$ cat src/rtl/adc_init_pkg.sv
// adc_init_pkg: shared types, frame layout and the default AD9648 command
// table for the ADC configuration sequencer.
package adc_init_pkg;

   typedef enum logic [2:0] {
      ST_IDLE     = 3'd0,
      ST_PWR_WAIT = 3'd1,
      ST_ISSUE    = 3'd2,
      ST_WAIT     = 3'd3,
      ST_CHECK    = 3'd4,
      ST_ISSUE_RD = 3'd5,
      ST_DONE     = 3'd6,
      ST_ERROR    = 3'd7
   } state_e;

   // 24-bit AD9648 SPI frame: {R/W, W1:W0, addr[12:0], data[7:0]}
   localparam int unsigned RW_BIT   = 23;
   localparam int unsigned ADDR_MSB = 20;
   localparam int unsigned ADDR_LSB = 8;
   localparam int unsigned FRAME_W  = 24;
   localparam int unsigned ADDR_W   = ADDR_MSB - ADDR_LSB + 1;

   localparam logic [ADDR_W-1:0] ADDR_SPI_CFG    = 13'h000;
   localparam logic [ADDR_W-1:0] ADDR_DEV_UPDATE = 13'h0FF;
   localparam logic [7:0]        DEV_UPDATE_DATA = 8'h01;

   function automatic logic [FRAME_W-1:0] adc_make_frame(input logic              rd,
                                                         input logic [ADDR_W-1:0] addr,
                                                         input logic [7:0]        data);
      return {rd, 2'b00, addr, data};
   endfunction

   // Default bring-up table; the final entry latches all shadow registers.
   function automatic logic [FRAME_W-1:0] adc_init_table(input int unsigned idx);
      logic [FRAME_W-1:0] f;
      case (idx)
         0:       f = adc_make_frame(1'b0, ADDR_SPI_CFG, 8'h18); // SPI port config, MSB first
         1:       f = adc_make_frame(1'b0, 13'h005, 8'h03);      // device index: channels A and B
         2:       f = adc_make_frame(1'b0, 13'h019, 8'h5A);      // user test pattern 1 LSB
         3:       f = adc_make_frame(1'b0, 13'h014, 8'h01);      // output mode: two's complement
         4:       f = adc_make_frame(1'b0, 13'h008, 8'h00);      // power mode: normal
         5:       f = adc_make_frame(1'b0, 13'h016, 8'h00);      // clock phase control
         6:       f = adc_make_frame(1'b0, 13'h00D, 8'h00);      // test mode off
         default: f = adc_make_frame(1'b0, ADDR_DEV_UPDATE, DEV_UPDATE_DATA);
      endcase
      return f;
   endfunction

endpackage

$ cat src/rtl/adc_init_timer.sv
// adc_init_timer: loadable down-counter that stops at zero and flags it.
// Shared between the power-up delay and the per-transfer timeout.
module adc_init_timer #(
   parameter int unsigned Width = 12
) (
   input  logic             clk_i,
   input  logic             rst_clk_i,
   input  logic             load_i,
   input  logic [Width-1:0] load_val_i,
   output logic             tc_o
);

   logic [Width-1:0] cnt_q;

   // Load on request, otherwise count down and hold at zero.
   always_ff @(posedge clk_i or negedge rst_clk_i) begin
      if (!rst_clk_i) begin
         cnt_q <= '0;
      end else if (load_i) begin
         cnt_q <= load_val_i;
      end else if (cnt_q != '0) begin
         cnt_q <= cnt_q - 1'b1;
      end
   end

   assign tc_o = (cnt_q == '0);

endmodule

$ cat src/rtl/adc_init_sequencer.sv
// adc_init_sequencer: waits a power-up delay after start, then walks the
// AD9648 command table, handing each frame to the SPI control stage.
// Optional read-back verification with retry: define ADC_INIT_READBACK_EN.
module adc_init_sequencer
   import adc_init_pkg::*;
#(
   parameter int unsigned TxRegWidth    = 24,
   parameter int unsigned RxRegWidth    = 8,
   parameter int unsigned NumCmds       = 8,
   parameter int unsigned PwrUpCycles   = 1000,
   parameter int unsigned TimeoutCycles = 4096,
   parameter int unsigned MaxRetries    = 2
) (
   input  logic                       clk_i,
   input  logic                       rst_clk_i,
   input  logic                       start_i,
   output logic [TxRegWidth-1:0]      tx_reg_o,
   output logic                       transfer_start_o,
   input  logic                       transfer_done_i,
   input  logic [RxRegWidth-1:0]      rx_reg_i,
   output logic                       config_done_o,
   output logic                       busy_o,
   output logic                       error_o,
   output logic [$clog2(NumCmds)-1:0] err_idx_o
);

   localparam int unsigned IdxW   = $clog2(NumCmds);
   localparam int unsigned TmrMax = (PwrUpCycles > TimeoutCycles) ? PwrUpCycles : TimeoutCycles;
   localparam int unsigned TmrW   = (TmrMax > 1) ? $clog2(TmrMax) : 1;

   localparam logic [TmrW-1:0] PwrLoad = TmrW'(PwrUpCycles - 1);
   localparam logic [TmrW-1:0] ToLoad  = TmrW'(TimeoutCycles - 1);

   state_e                state_q, state_d;
   logic [IdxW-1:0]       idx_q, idx_d;
   logic [IdxW-1:0]       err_idx_q, err_idx_d;
   logic [TxRegWidth-1:0] tx_reg_q, tx_reg_d;
   logic                  tmr_load;
   logic [TmrW-1:0]       tmr_val;
   logic                  tmr_tc;
   logic                  is_last;
   logic                  advance;
   logic [FRAME_W-1:0]    cur_frame;
   logic [FRAME_W-1:0]    nxt_frame;

`ifdef ADC_INIT_READBACK_EN
   localparam int unsigned RetryW = (MaxRetries > 0) ? $clog2(MaxRetries + 1) : 1;

   logic [RetryW-1:0]     retry_q, retry_d;
   logic                  rd_phase_q, rd_phase_d;
   logic [RxRegWidth-1:0] rx_q, rx_d;

   // Registers 0x000 and 0x0FF are not read back (self-clearing / strobe).
   function automatic logic needs_readback(input logic [FRAME_W-1:0] frame);
      logic [ADDR_W-1:0] addr;
      addr = frame[ADDR_MSB:ADDR_LSB];
      return (addr != ADDR_SPI_CFG) && (addr != ADDR_DEV_UPDATE);
   endfunction
`else
   logic unused_cfg;
   assign unused_cfg = ^{rx_reg_i, (MaxRetries == 0)};
`endif

   // The last entry is always forced to the device-update strobe.
   function automatic logic [FRAME_W-1:0] frame_at(input logic [IdxW-1:0] idx);
      logic [FRAME_W-1:0] f;
      if (32'(idx) == NumCmds - 1) begin
         f = adc_make_frame(1'b0, ADDR_DEV_UPDATE, DEV_UPDATE_DATA);
      end else begin
         f = adc_init_table(32'(idx));
      end
      return f;
   endfunction

   assign is_last = (32'(idx_q) == NumCmds - 1);

   adc_init_timer #(
      .Width(TmrW)
   ) u_timer (
      .clk_i      (clk_i),
      .rst_clk_i  (rst_clk_i),
      .load_i     (tmr_load),
      .load_val_i (tmr_val),
      .tc_o       (tmr_tc)
   );

   // State, table index, captured frame and error index.
   always_ff @(posedge clk_i or negedge rst_clk_i) begin
      if (!rst_clk_i) begin
         state_q   <= ST_IDLE;
         idx_q     <= '0;
         err_idx_q <= '0;
         tx_reg_q  <= '0;
      end else begin
         state_q   <= state_d;
         idx_q     <= idx_d;
         err_idx_q <= err_idx_d;
         tx_reg_q  <= tx_reg_d;
      end
   end

`ifdef ADC_INIT_READBACK_EN
   // Read-back bookkeeping: retry count, read/write phase, captured read data.
   always_ff @(posedge clk_i or negedge rst_clk_i) begin
      if (!rst_clk_i) begin
         retry_q    <= '0;
         rd_phase_q <= 1'b0;
         rx_q       <= '0;
      end else begin
         retry_q    <= retry_d;
         rd_phase_q <= rd_phase_d;
         rx_q       <= rx_d;
      end
   end
`endif

   // Next-state logic; tx_reg is loaded on entry to an issue state so the
   // frame stays stable for the whole transfer.
   always_comb begin
      state_d   = state_q;
      idx_d     = idx_q;
      err_idx_d = err_idx_q;
      tx_reg_d  = tx_reg_q;
      tmr_load  = 1'b0;
      tmr_val   = '0;
      advance   = 1'b0;
      cur_frame = frame_at(idx_q);
      nxt_frame = frame_at(idx_q + 1'b1);
`ifdef ADC_INIT_READBACK_EN
      retry_d    = retry_q;
      rd_phase_d = rd_phase_q;
      rx_d       = rx_q;
`endif

      unique case (state_q)
         ST_IDLE, ST_DONE, ST_ERROR: begin
            if (start_i) begin
               state_d  = ST_PWR_WAIT;
               idx_d    = '0;
               tmr_load = 1'b1;
               tmr_val  = PwrLoad;
`ifdef ADC_INIT_READBACK_EN
               retry_d  = '0;
`endif
            end
         end

         ST_PWR_WAIT: begin
            if (tmr_tc) begin
               state_d  = ST_ISSUE;
               tx_reg_d = TxRegWidth'(cur_frame);
`ifdef ADC_INIT_READBACK_EN
               rd_phase_d = 1'b0;
`endif
            end
         end

         ST_ISSUE, ST_ISSUE_RD: begin
            tmr_load = 1'b1;
            tmr_val  = ToLoad;
            state_d  = ST_WAIT;
         end

         ST_WAIT: begin
            if (transfer_done_i) begin
               state_d = ST_CHECK;
`ifdef ADC_INIT_READBACK_EN
               rx_d    = rx_reg_i;
`endif
            end else if (tmr_tc) begin
               state_d   = ST_ERROR;
               err_idx_d = idx_q;
            end
         end

         ST_CHECK: begin
`ifdef ADC_INIT_READBACK_EN
            if (!rd_phase_q) begin
               if (needs_readback(cur_frame)) begin
                  state_d    = ST_ISSUE_RD;
                  rd_phase_d = 1'b1;
                  tx_reg_d   = TxRegWidth'(adc_make_frame(1'b1, cur_frame[ADDR_MSB:ADDR_LSB], 8'h00));
               end else begin
                  advance = 1'b1;
               end
            end else if (rx_q == RxRegWidth'(cur_frame[7:0])) begin
               advance = 1'b1;
            end else if (retry_q < RetryW'(MaxRetries)) begin
               retry_d    = retry_q + 1'b1;
               rd_phase_d = 1'b0;
               state_d    = ST_ISSUE;
               tx_reg_d   = TxRegWidth'(cur_frame);
            end else begin
               state_d   = ST_ERROR;
               err_idx_d = idx_q;
            end
`else
            advance = 1'b1;
`endif
            if (advance) begin
               if (is_last) begin
                  state_d = ST_DONE;
               end else begin
                  idx_d    = idx_q + 1'b1;
                  state_d  = ST_ISSUE;
                  tx_reg_d = TxRegWidth'(nxt_frame);
`ifdef ADC_INIT_READBACK_EN
                  retry_d    = '0;
                  rd_phase_d = 1'b0;
`endif
               end
            end
         end

         default: state_d = ST_IDLE;
      endcase
   end

   assign tx_reg_o         = tx_reg_q;
   assign transfer_start_o = (state_q == ST_ISSUE) || (state_q == ST_ISSUE_RD);
   assign busy_o           = !((state_q == ST_IDLE) || (state_q == ST_DONE) || (state_q == ST_ERROR));
   assign config_done_o    = (state_q == ST_DONE);
   assign error_o          = (state_q == ST_ERROR);
   assign err_idx_o        = err_idx_q;

endmodule
$ cat config.mk
export PLATFORM = sky130hd
export DESIGN_NAME = adc_init_sequencer
export DESIGN_NICKNAME = d
export VERILOG_FILES = /design/src/rtl/adc_init_pkg.sv /design/src/rtl/adc_init_timer.sv /design/src/rtl/adc_init_sequencer.sv
export SDC_FILE = /design/constraint.sdc
export NUM_CORES = 1
export LEC_CHECK = 0
export BUFFER_PORTS_ARGS = -buffer_cell sky130_fd_sc_hd__buf_2
export CORE_UTILIZATION = 52
export DETAILED_ROUTE_END_ITERATION = 10
export PLACE_DENSITY = 0.76
export SYNTH_ARGS = -nofsm -noshare
export SYNTH_HDL_FRONTEND = slang
export SYNTH_HIERARCHICAL = 1
export SYNTH_SLANG_ARGS = --single-unit
export TNS_END_PERCENT = 10
$ cat constraint.sdc
create_clock -name clk_i -period 5.34 [get_ports clk_i]
set_input_delay 1.068 -clock clk_i [delete_from_list [all_inputs] [get_ports clk_i]]
set_output_delay 1.068 -clock clk_i [all_outputs]
set_load 0.01 [all_outputs]
### After elaboration in Yosys (flattened, before gate mapping)

Cells that the tools add are included.
Widths: inputs -> output; s select.

| storage, ports and cells | value |
|---|---|
| register bits after elaboration | 45 |
| bits of input ports | 12 |
| output and inout bits | 31 |
| logic and storage cells | 73 |

| operators by class | value |
|---|---|
| add/subtract/negate cells | 2 |
| equality and inequality tests | 25 |
| muxes and demuxes | 22 |
| bitwise logic cells | 1 |
| reductions and logical operators | 18 |

Operators with widths:

| operator | count |
|---|---|
| $pmux 16 s7 | 2 |
| $mux 24 | 3 |
| $pmux 24 s2 | 1 |
| $eq 3x3->1 const B | 12 |
| $mux 12 | 2 |
| $pmux 12 s2 | 1 |
| $mux 3 | 7 |
| $eq 3x2->1 const B | 6 |
| $mux 16 | 1 |
| $pmux 3 s5 | 1 |
| $logic_not 12->1 | 1 |
| $reduce_and 3->1 | 4 |
| $reduce_bool 12->1 | 1 |
| $sub 12x1->12 const B | 1 |
| $mux 10 | 1 |
| $eq 3x1->1 const B | 3 |
| $logic_not 3->1 | 3 |
| $ne 2x2->1 const B | 3 |
| $pmux 3 s2 | 1 |
| $reduce_bool 2->1 | 3 |
| $add 3x1->3 const B | 1 |
| $logic_or 1x1->1 | 3 |
| $ne 3x3->1 const B | 1 |
| $reduce_or 3->1 | 1 |
| 5 further kinds | 5 |

### Depth between registers and ports, before layout

| depth | value |
|---|---|
| word-level depth | 6 |
| mapped depth | 9 |
| gate-level depth less buffers | 8 |

### Modules after synthesis

Netlist, hierarchy kept.

By module, submodules not included:

| module | instances | cells an instance | area an instance (µm²) |
|---|---|---|---|
| adc_init_sequencer | 1 | 166 | 1471.4 |
| adc_init_timer | 1 | 72 | 730.7 |

### Worst setup path before layout

OpenSTA, ideal clock, no wires.

| timing path | value |
|---|---|
| path kind | flip-flop to output port |
| start point | reg state_q[1] |
| end point | out error_o |
| data arrival time | 1.320 ns |
| path slack | 2.952 ns |
| cell stages (with the launch flop) | 5 |
| buffers on the path | 3 |
| path through | dfrtp_1 clkbuf_1 clkbuf_1 clkbuf_1 and3_1 |

| on the way | value |
|---|---|
| word-level cells in the longest chain between the ends | 1 |

Ends and longest elaborated chain:

| element | line | text |
|---|---|---|
| from (decl) | adc_init_sequencer.sv:34 | `state_e state_q, state_d;` |
| from (signal assigned) | adc_init_sequencer.sv:95 | `state_q <= state_d;` |
| $eq 3x3->1 | adc_init_sequencer.sv:223 | `assign error_o = (state_q == ST_ERROR);` |
| to (decl) | adc_init_sequencer.sv:23 | `output logic error_o,` |

No other way between the ends.

### Worst setup path after layout

| timing path | value |
|---|---|
| start point | reg state_q[1] |
| end point | out transfer_start_o |

| on the way | value |
|---|---|
| word-level cells in the longest chain between the ends | 2 |
| elaborated cells on any way between the ends | 3 |
| those cells by class | eq/ne: 2; reduce/logical: 1 |

Ends and longest elaborated chain:

| element | line | text |
|---|---|---|
| $eq 3x2->1 or $eq 3x3->1 (tied branches) | adc_init_sequencer.sv:220 | `assign transfer_start_o = (state_q == ST_ISSUE) \|\| (state_q == ST_ISSUE_RD);` |
| $logic_or 1x1->1 (*) | adc_init_sequencer.sv:220 |  |
| to (decl) | adc_init_sequencer.sv:18 | `output logic transfer_start_o,` |

Every way passes the cells marked *; elsewhere a longest branch is shown, timed or not.

==> results.yml <==
run_status:
  status: "completed"
cells_and_area:
  area_growth_pct: 4.55
  final_util_pct: 57.1
  layout_common_cells: "31 x dfrtp_1, 23 x buf_2, 14 x nand2_1, 13 x nor2_1"
  fin_nets: 267
  drive_above_1_share_pct: 19.4
  diodes: 0
  layout_commonest_cell: "dfrtp_1"
  num-fill-cells: 375
floorplan:
  start_util_pct: 54.7
  die-area_um2: 4500
  die_w_um: 67.1
  ios: 43
  core_area_um2: 4030
  die_h_um: 67.1
  rows: 23
power:
  ir_drop_mv: 0.262
  p_leak_nw: 0.992
  power_density_nw_per_um2: 575
worst_setup_path:
  crit_path_start_kind: "register"
  reg2reg_depth: 5
  worstSetupPathType: "register to output port"
  r2r-end: "u_timer/cnt_q[11]"
  slowest_stage: "dfrtp_1"
  r2r_setup_slack_ps: 2560
  max_stage_delay_ps: 820
  crit_required_ps: 4270
  end_kind: "output port"
  arrival_ps: 1900
  cp_top_family: "flip-flops"
  critPathBufInv: 1
  crit_fanout: 27
  cp_cell_sequence: "nand2b_1 -> o22ai_1 -> buf_2"
  rr_startpoint: "state_q[1]"
routing:
  num_vias: 1727
  drcViolationCount: 0
  initialDrtViolationCount: 122
  drt-met1-wl_um: 2160
  viasPerCell: 5.80
  highest_layer: "met4"
  wl_per_cell_um: 14.3
  wl_met3_um: 276
  ant_nets: 0
  wl_met2_um: 1760
  firstDrtPassIters: 4
  wl_um: 4270
cts:
  cts_buffers: 5
  htree_levels: 2
  clkLatencyLatePin_ps: 290
  cts_sinks: 31
  clk_pin_slew_ps: 70
  postCtsResizedCells: 0
  cts_root_buffer: "clkbuf_8"
  ctsHoldBuffers: 0
  cts.path.max_buffers: 2
  tritoncts: "done"
  postCtsSetupBuffers: 0
grt:
  grt_pass1_vias: 1500
  grtUsageTotal_pct: 21.7
  globalRoute.totalOverflow: 0
  grt_pass1_wl_um: 7220
  grt_max_degree: 32
  grt_antenna_before_repair: 0
timing:
  timing_hold_violations_final: 0
  maxSlewHeadroom_pct: 37.3
  finClkSkew_ps: 6.31
  period_share_pct: 55.6
  setup_viol: 0
  slew_violations: 0
  worst_slew_pin_slew_ps: 940
  max_freq_ghz: 0.337
  rsz0062_at_grt: "false"
  tns_ps: 0
  finalCriticalPeriod_ps: 2970
synth:
  synth_top_area_share_pct: 35.2
  synth-seq-area-share_pct: 35.2
  syn_area_um2: 2200
  synth_edf_count: 0
  synth_top_area_cell: "dfrtp_1"
  ys_async_sr_fraction_pct: 100
  synthDistinctLibCells: 62
  synthTopCellsByArea: "dfrtp_1 35%, buf_4 5.5%, mux2_2 4.6%"
  synth-seq-cells: 31
  synthFlopType: "dfrtp_1"
  postSynthCellCount: 238
  yosysWarnings: 6
  syn_avg_cell_area_um2: 9.25
job:
  maxCapViolCount: 0
hold_path:
  min_path_type: "register to register"
  holdPathEnd: "tx_reg_o[8]"
  hold_depth: 1
  hold_start: "tx_reg_o[8]"
place:
  hpwl_um: 2890
  port_buffers: 23
  gp_congestion: 0.888
cell usage after synthesis (all sizes together) (2+ instances only):
master   count
ha           8
a211oi       7
o31ai        4
o211ai       3
a2111oi      3
o22ai        2
dfrtp       31
a311oi       3
a21oi       11
o21ai       12
xor2         2
nor4b        2
a22o         3
inv         11
nor3b        2
and2         2
nor2        13
nor4         7
clkbuf       9
buf         22
nand3        7
a22oi        2
nand2       14
mux2         9
and2b        2
nor3         7
or3b         2
nor2b        3
o31a         4
mux2i        2
nand2b       5
xnor2        5
layer usage:
| metal | up-vias | global-route usage (%) |
|---|---|---|
| met3 | 6 | 5.31 |
| met5 | - | 0 |
| met4 | 0 | 8.78 |
| met2 | 59 | 29.1 |
| li1 | 870 | - |
| met1 | 792 | 32.2 |
sequential cells by signal (all words and copies together), names as in the netlist:
register	flops
err_idx_o	3
idx_q	3
state_q	3
tx_reg_o	10
u_timer/cnt_q	12
cells by family (layout without fill, tap and decap cells):
family / count (synthesis) / after routing / synth area share [%]
compound gates: 65 / 65 / 21.0
simple gates: 72 / 72 / 19.5
xor+xnor: 7 / 7 / 2.78
other cells: 1 / 11 / 0.170
flops: 31 / 31 / 35.2
buf+inv: 42 / 42 / 10.8
fa+ha+maj: 9 / 9 / 5.00
mux: 11 / 11 / 5.51
power by group:
part	leakage, nW	switching (mW)	internal [mW]
clock	0.0422	0.0860	0.0913
combinational	0.553	0.375	0.306
sequential	0.397	0.134	0.331
total	0.992	0.594	0.728
per-stage QoR:
stage | instances | power, mW | instance area (µm²) | hold WS (ps) | worst slack [ps]
2_1_floorplan | 248 | 1.01 | 2240 | 522 | 2950
3_3_place_gp | 290 | 1.13 | 2220 | 466 | 2590
3_5_place_dp | 290 | 1.15 | 2220 | 475 | 2570
4_1_cts | 298 | 1.33 | 2300 | 493 | 2350
5_1_grt | 298 | 1.45 | 2300 | 508 | 2150
6_report | 298 | 1.32 | 2300 | 489 | 2370
layout make-up:
type	instances	area [µm²]	share of cell area [%]
Multi-Input combinational cell	175	1230	53.3
Timing Repair Buffer	23	115	5.00
Clock buffer	7	76.3	3.32
Tap cell	50	62.6	2.72
Sequential cell	31	776	33.7
Inverter	11	41.3	1.79
Clock inverter	1	5.00	0.217
how the worst max path moves through the flow:
stage | from | endpoint | slack (ps) | depth (start not counted)
after floorplan | state_q[1] | error_o | 2950 | 4
after global placement | state_q[1] | u_timer/cnt_q[11] | 2590 | 5
after detailed placement | state_q[1] | u_timer/cnt_q[11] | 2570 | 5
after CTS | state_q[1] | transfer_start_o | 2350 | 3
after global routing | state_q[1] | transfer_start_o | 2150 | 3
final | state_q[1] | transfer_start_o | 2370 | 3
Power figures use the tool's default switching activity.
